**config.mk**
```make
export PLATFORM = sky130hd
export DESIGN_NAME = game_control
export DESIGN_NICKNAME = d
export VERILOG_FILES = /design/src/rtl/game_pkg.sv /design/src/rtl/frame_divider.sv /design/src/rtl/game_control.sv
export SDC_FILE = /design/constraint.sdc
export NUM_CORES = 1
export LEC_CHECK = 0
export ABC_AREA = 1
export ABC_CLOCK_PERIOD_IN_PS = 1600
export CAP_MARGIN = 20
export CORE_MARGIN = 10
export CORE_UTILIZATION = 49
export DETAILED_ROUTE_END_ITERATION = 10
export PLACE_DENSITY = 0.77
export SYNTH_ARGS = -nofsm -noshare
export SYNTH_HDL_FRONTEND = slang
export SYNTH_SLANG_ARGS = --single-unit
export TNS_END_PERCENT = 50
```
**constraint.sdc**
```tcl
create_clock -name clk -period 1.6 [get_ports clk]
set_clock_uncertainty 0.15 [all_clocks]
set_input_delay 0.32 -clock clk [delete_from_list [all_inputs] [get_ports clk]]
set_output_delay 0.32 -clock clk [all_outputs]
set_load 0.02 [all_outputs]
```
**src/rtl/game_pkg.sv**
```systemverilog
// Shared encodings for the snake game control, drawing and apple blocks.
package game_pkg;

  typedef enum logic [1:0] {
    StStart    = 2'b00,
    StPlay     = 2'b01,
    StGameOver = 2'b11
  } game_state_e;

  typedef enum logic [1:0] {
    CollNone  = 2'b00,
    CollHit   = 2'b01,
    CollApple = 2'b10
  } collision_e;

  typedef enum logic [2:0] {
    DirIdle  = 3'd0,
    DirUp    = 3'd1,
    DirDown  = 3'd2,
    DirLeft  = 3'd3,
    DirRight = 3'd4
  } direction_e;

  // Score counter increment that sticks at the top value.
  function automatic logic [7:0] sat_inc8(input logic [7:0] v);
    return (v == 8'hFF) ? v : v + 8'd1;
  endfunction

endpackage

```
**src/rtl/frame_divider.sv**
```systemverilog
// Counts frame ticks while enabled and flags the tick that completes a period.
module frame_divider #(
  parameter int unsigned Terminal = 8,
  parameter int unsigned CntW     = $clog2(Terminal) + 1
) (
  input  logic clk_i,
  input  logic rst_i,
  input  logic clear_i,
  input  logic enable_i,
  input  logic tick_i,
  output logic wrap_o
);

  localparam logic [CntW-1:0] Last = CntW'(Terminal - 1);

  logic [CntW-1:0] cnt_q, cnt_d;

  // Combinational so the consumer can react on the same tick.
  assign wrap_o = enable_i & tick_i & (cnt_q == Last);

  // Next count: synchronous clear wins, otherwise count enabled ticks and wrap.
  always_comb begin
    cnt_d = cnt_q;
    if (clear_i) begin
      cnt_d = '0;
    end else if (enable_i && tick_i) begin
      cnt_d = wrap_o ? '0 : cnt_q + CntW'(1);
    end
  end

  // Counter register.
  always_ff @(posedge clk_i or posedge rst_i) begin
    if (rst_i) begin
      cnt_q <= '0;
    end else begin
      cnt_q <= cnt_d;
    end
  end

endmodule

```
**src/rtl/game_control.sv**
```systemverilog
// Snake game logic: per-frame collision detection, game FSM, move strobe and score.
module game_control
  import game_pkg::*;
#(
  parameter int unsigned H_ACTIVE         = 640,
  parameter int unsigned V_ACTIVE         = 480,
  parameter int unsigned BORDER           = 10,
  parameter int unsigned BIT              = 10,
  parameter int unsigned FRAMES_PER_STEP  = 8,
  parameter int unsigned GAME_OVER_FRAMES = 120
) (
  input  logic           clk,
  input  logic           reset,
  input  logic [BIT-1:0] x_pos,
  input  logic [BIT-1:0] y_pos,
  input  logic           video_active,
  input  logic           frame_end,
  input  logic           snake_head_active,
  input  logic           snake_body_active,
  input  logic           apple_active,
  input  logic           start,
  output logic [1:0]     game_state,
  output logic [1:0]     collision,
  output logic           update,
  output logic [7:0]     score
);

  localparam logic [BIT-1:0] WallLo = BIT'(BORDER);
  localparam logic [BIT-1:0] WallXHi = BIT'(H_ACTIVE - BORDER);
  localparam logic [BIT-1:0] WallYHi = BIT'(V_ACTIVE - BORDER);
  localparam int unsigned StepW = $clog2(FRAMES_PER_STEP) + 1;
  localparam int unsigned GoW = $clog2(GAME_OVER_FRAMES) + 1;

  game_state_e state_q, state_d;
  collision_e  collision_q, collision_d;
  logic [7:0]  score_q, score_d;
  logic        update_q, update_d;
  logic        apple_f_q, apple_f_d;
  logic        self_f_q, self_f_d;
  logic        wall_f_q, wall_f_d;

  logic in_play, in_go, sample, at_wall, hit_now;
  logic step_clear, go_clear, step_wrap, go_wrap;

  assign in_play = (state_q == StPlay);
  assign in_go   = (state_q == StGameOver);
  assign sample  = video_active & in_play;
  assign at_wall = (x_pos < WallLo) | (x_pos >= WallXHi) |
                   (y_pos < WallLo) | (y_pos >= WallYHi);
  assign hit_now = self_f_q | wall_f_q;

  assign game_state = state_q;
  assign collision  = collision_q;
  assign update     = update_q;
  assign score      = score_q;

  frame_divider #(
    .Terminal (FRAMES_PER_STEP),
    .CntW     (StepW)
  ) u_step_div (
    .clk_i    (clk),
    .rst_i    (reset),
    .clear_i  (step_clear),
    .enable_i (in_play),
    .tick_i   (frame_end),
    .wrap_o   (step_wrap)
  );

  frame_divider #(
    .Terminal (GAME_OVER_FRAMES),
    .CntW     (GoW)
  ) u_go_div (
    .clk_i    (clk),
    .rst_i    (reset),
    .clear_i  (go_clear),
    .enable_i (in_go),
    .tick_i   (frame_end),
    .wrap_o   (go_wrap)
  );

  // Game FSM next state; counter clears ride on the transitions that need them.
  always_comb begin
    state_d    = state_q;
    step_clear = 1'b0;
    go_clear   = 1'b0;
    case (state_q)
      StStart: begin
        if (start) begin
          state_d    = StPlay;
          step_clear = 1'b1;
        end
      end
      StPlay: begin
        if (frame_end && hit_now) begin
          state_d  = StGameOver;
          go_clear = 1'b1;
        end
      end
      StGameOver: begin
        if (go_wrap) begin
          state_d = StStart;
        end
      end
      default: state_d = StStart;
    endcase
  end

  // Sticky per-frame flags, frame resolution into collision/score, and the move strobe.
  always_comb begin
    apple_f_d = apple_f_q | (sample & snake_head_active & apple_active);
    self_f_d  = self_f_q  | (sample & snake_head_active & snake_body_active);
    wall_f_d  = wall_f_q  | (sample & snake_head_active & at_wall);
    // A hit on the frame_end cycle itself is dropped; frame_end is outside the visible area.
    if (frame_end) begin
      apple_f_d = 1'b0;
      self_f_d  = 1'b0;
      wall_f_d  = 1'b0;
    end

    collision_d = collision_q;
    if (frame_end) begin
      if (hit_now) begin
        collision_d = CollHit;
      end else if (apple_f_q) begin
        collision_d = CollApple;
      end else begin
        collision_d = CollNone;
      end
    end
    if (state_q == StStart) begin
      collision_d = CollNone;
    end

    score_d = score_q;
    if ((state_q == StStart) && start) begin
      score_d = '0;
    end else if (in_play && frame_end && !hit_now && apple_f_q) begin
      score_d = sat_inc8(score_q);
    end

    // The step count still advances on a hit frame, but no move is issued.
    update_d = step_wrap & ~hit_now;
  end

  // State and output registers.
  always_ff @(posedge clk or posedge reset) begin
    if (reset) begin
      state_q     <= StStart;
      collision_q <= CollNone;
      score_q     <= '0;
      update_q    <= 1'b0;
      apple_f_q   <= 1'b0;
      self_f_q    <= 1'b0;
      wall_f_q    <= 1'b0;
    end else begin
      state_q     <= state_d;
      collision_q <= collision_d;
      score_q     <= score_d;
      update_q    <= update_d;
      apple_f_q   <= apple_f_d;
      self_f_q    <= self_f_d;
      wall_f_q    <= wall_f_d;
    end
  end

endmodule

```
==> results.py <==
metrics = {
    "die": {
        "dieWidth_um": 77.5,
        "die_y_um": 77.5,
        "coreArea_um2": 3100,
        "dieArea_um2": 6010,
        "start_util": 0.523,
        "io-pin-count": 41,
        "std_cell_rows": 20,
    },
    "grt": {
        "met1_usage": 0.149,
        "busiest_layer": "met2",
        "grt_first_pass_wirelength_um": 6580,
        "met2_usage": 0.224,
        "grt_pass1_vias": 1535,
        "grt_usage": 0.126,
        "grt_max_degree": 29,
        "grt_use_met3": 0.0288,
        "antenna_found_initial": 0,
        "grt_overflow": 0,
    },
    "sta": {
        "min_period_ns": 1.56,
        "min_period_over_period": 0.974,
        "max_freq_mhz": 642,
        "rsz0062_at_grt": "yes",
        "hold_violations": 0,
        "setup_viol": 0,
        "max_slew_margin": 0.829,
        "tightestPinTransition_ns": 0.254,
        "drv_slew": 0,
    },
    "worst_setup_path": {
        "worst_ep_arrival_time_ns": 1.66,
        "r2r_cells": 12,
        "cpMaxStageDelayCell": "dfrtp_2",
        "start_kind": "flop",
        "cpMostUsedCell": "inv_2",
        "path_max_fanout": 3,
        "path_class": "reg -> reg",
        "rr_endpoint": "score[2]$_DFFE_PP0P_",
        "end_kind": "flop",
        "crit_required_ns": 1.70,
        "worstReg2RegStart": "score[1]$_DFFE_PP0P_",
        "cp_cell_sequence": "ha_4, nand2_4, nor2_4, inv_2, nor2_4, inv_2, nand2_2, inv_2, nand2_2, nand2_1, nand2_1, nor2_1",
        "regToRegSetupSlack_ns": 0.04,
        "slowest_delay_ns": 0.42,
        "crit_buf_inv": 3,
        "crit_family": "simple AND/OR/NAND/NOR gates",
    },
    "power": {
        "p_leak_nw": 1.13,
        "vdd_drop_max_v": 0.000573,
        "power-per-cell-area_nw_per_um2": 1210,
        "power_w": 0.00276,
    },
    "synth": {
        "synthDistinctLibCells": 23,
        "yosysWarnings": 0,
        "avgSynthCellArea_um2": 7.24,
        "syn_nets": 255,
        "ys_ff_latch": 28,
        "mappedNetlistArea_um2": 1620,
        "netlist_instances": 224,
        "seq_area_frac_synth": 0.432,
    },
    "clock_network": {
        "insertion_delay_ns": 0.33,
        "root_buffer": "clkbuf_4",
        "cts.sinks": 28,
        "cts_tree": "done",
        "cts_max_level": 1,
        "cts_max_path_buffers": 2,
        "clk_pin_slew_ns": 0.15,
        "cts_buffers": 3,
    },
    "route": {
        "wl_per_cell_um": 11.8,
        "drcViolationCount": 0,
        "drtIter0Drc": 71,
        "drt_pass1_iterations": 4,
        "vias": 1607,
        "vias_per_cell": 4.91,
        "routed_wl_um": 3860,
        "ant_nets": 0,
    },
    "place": {
        "port_buffers": 38,
        "gp_congestion": 0.841,
        "hpwl_um": 2940,
        "dp_cells": 317,
    },
    "finish": {
        "diodes": 0,
        "multi_input_area_um2": 843,
        "layout-drive-gt1-share": 0.240,
        "final_cells": 327,
        "n_fill_cell": 258,
        "finalNetCount": 315,
        "syn_to_final_growth_pct": 40.7,
        "seq_area_um2": 704,
    },
    "run": {
        "cap_violations": 0,
    },
    "status": {
        "status": "finished, final reports clean",
    },
    "hold_path": {
        "min_path_type": "in -> async",
    },
}
[metal layers]
metal | up-vias | share of wire
li1 | 830 | -
met1 | 739 | 0.42
met3 | 5 | 0.055
met4 | 0 | 0.010
met5 | - | 0
met2 | 33 | 0.51
[flip-flops by register name, indices dropped and copies added, names as in the netlist]
name              count
apple_f_q             1
collision             2
game_state            2
score                 8
self_f_q              1
u_go_div.cnt_q        8
u_step_div.cnt_q      4
update                1
wall_f_q              1
[layout by cell type (no fill, tap or decap), drive strengths merged]
master	n
a31o	1
nand4	5
a21oi	12
nand2	61
a32o	1
o21ai	20
clkdlybuf4s50	24
nand3	10
nor2	31
clkbuf	9
ha	3
buf	19
nor3	6
xor2	2
dlygate4sd2	4
clkdlybuf4s15	2
inv	42
dfrtp	28
dlymetal6s2s	1
xnor2	1
o22ai	1
[cells by family after synthesis]
logic type,count (synthesis),synth area share
XOR/XNOR,3,0.0162
AND/OR/NAND/NOR,112,0.307
AO/OA/AOI/OAI,34,0.118
flip-flops,28,0.432
buffers and inverters,44,0.103
adder cells (fa/ha/maj),3,0.0232
[per-stage QoR]
stage | util | area (µm²) | hold WS [ns] | TNS [ns] | setup slack (ns)
after global routing | 0.735 | 2280 | 0.147 | -0.252 | -0.0602
after floorplan | - | 1620 | 0.235 | 0 | 0.00901
after CTS | 0.702 | 2180 | 0.158 | 0 | 0.00214
final | 0.735 | 2280 | 0.146 | 0 | 0.0414
after detailed placement | 0.696 | 2160 | 0.332 | -4.94 | -0.350
after global placement | 0.696 | 2160 | 0.333 | -3.88 | -0.252
[worst register-to-register path: cells and delay by family (launching register included)]
family | cells | cell delay (ns)
DFF | 1 | 0.42
buffers and inverters | 3 | 0.16
adders and majority gates | 1 | 0.15
and+or+nand+nor | 8 | 0.60
[power breakdown]
group	leakage, nW	internal [W]	switching (W)
combinational	0.743	0.000552	0.000746
sequential	0.366	0.000925	0.000188
clock	0.0210	0.000140	0.000213
[how the worst max path moves through the flow]
stage                                end                 start  slack [ns]  depth (start not counted)
finish              score[2]$_DFFE_PP0P_  score[1]$_DFFE_PP0P_        0.04                         12
global route        score[2]$_DFFE_PP0P_  score[1]$_DFFE_PP0P_       -0.06                         12
global placement    score[7]$_DFFE_PP0P_             frame_end       -0.25                          7
CTS                             score[3]  score[3]$_DFFE_PP0P_       0.002                          1
floorplan           score[6]$_DFFE_PP0P_  score[0]$_DFFE_PP0P_       0.009                         12
detailed placement  score[0]$_DFFE_PP0P_             frame_end       -0.35                          7
[area by class of cell]
cell class,count,area share
clock buffer,4,0.0159
sequential,28,0.309
inverter,42,0.0691
timing repair buffer,55,0.212
multi-input combinational,154,0.370
tap,44,0.0241
[synthesized netlist by cell type (all sizes together)]
cell type / count / area, µm²
a21oi: 12 / 60.1
a31o: 1 / 8.76
a32o: 1 / 10.0
buf: 2 / 10.0
dfrtp: 28 / 701
ha: 3 / 37.5
inv: 42 / 158
nand2: 60 / 235
nand3: 10 / 62.6
nand4: 5 / 31.3
nor2: 31 / 139
nor3: 6 / 30.0
o21ai: 19 / 106
o22ai: 1 / 6.26
xnor2: 1 / 8.76
xor2: 2 / 17.5
[what timing repair did]
item,4_1_cts,5_1_grt
cloned,0,2
hold buffers,0,0
buffers inserted,0,4
gates resized for setup,23,41
pin swaps,0,16
endpoints found under the setup margin,16,24
Note: power is estimated with default switching activity, not from simulation.
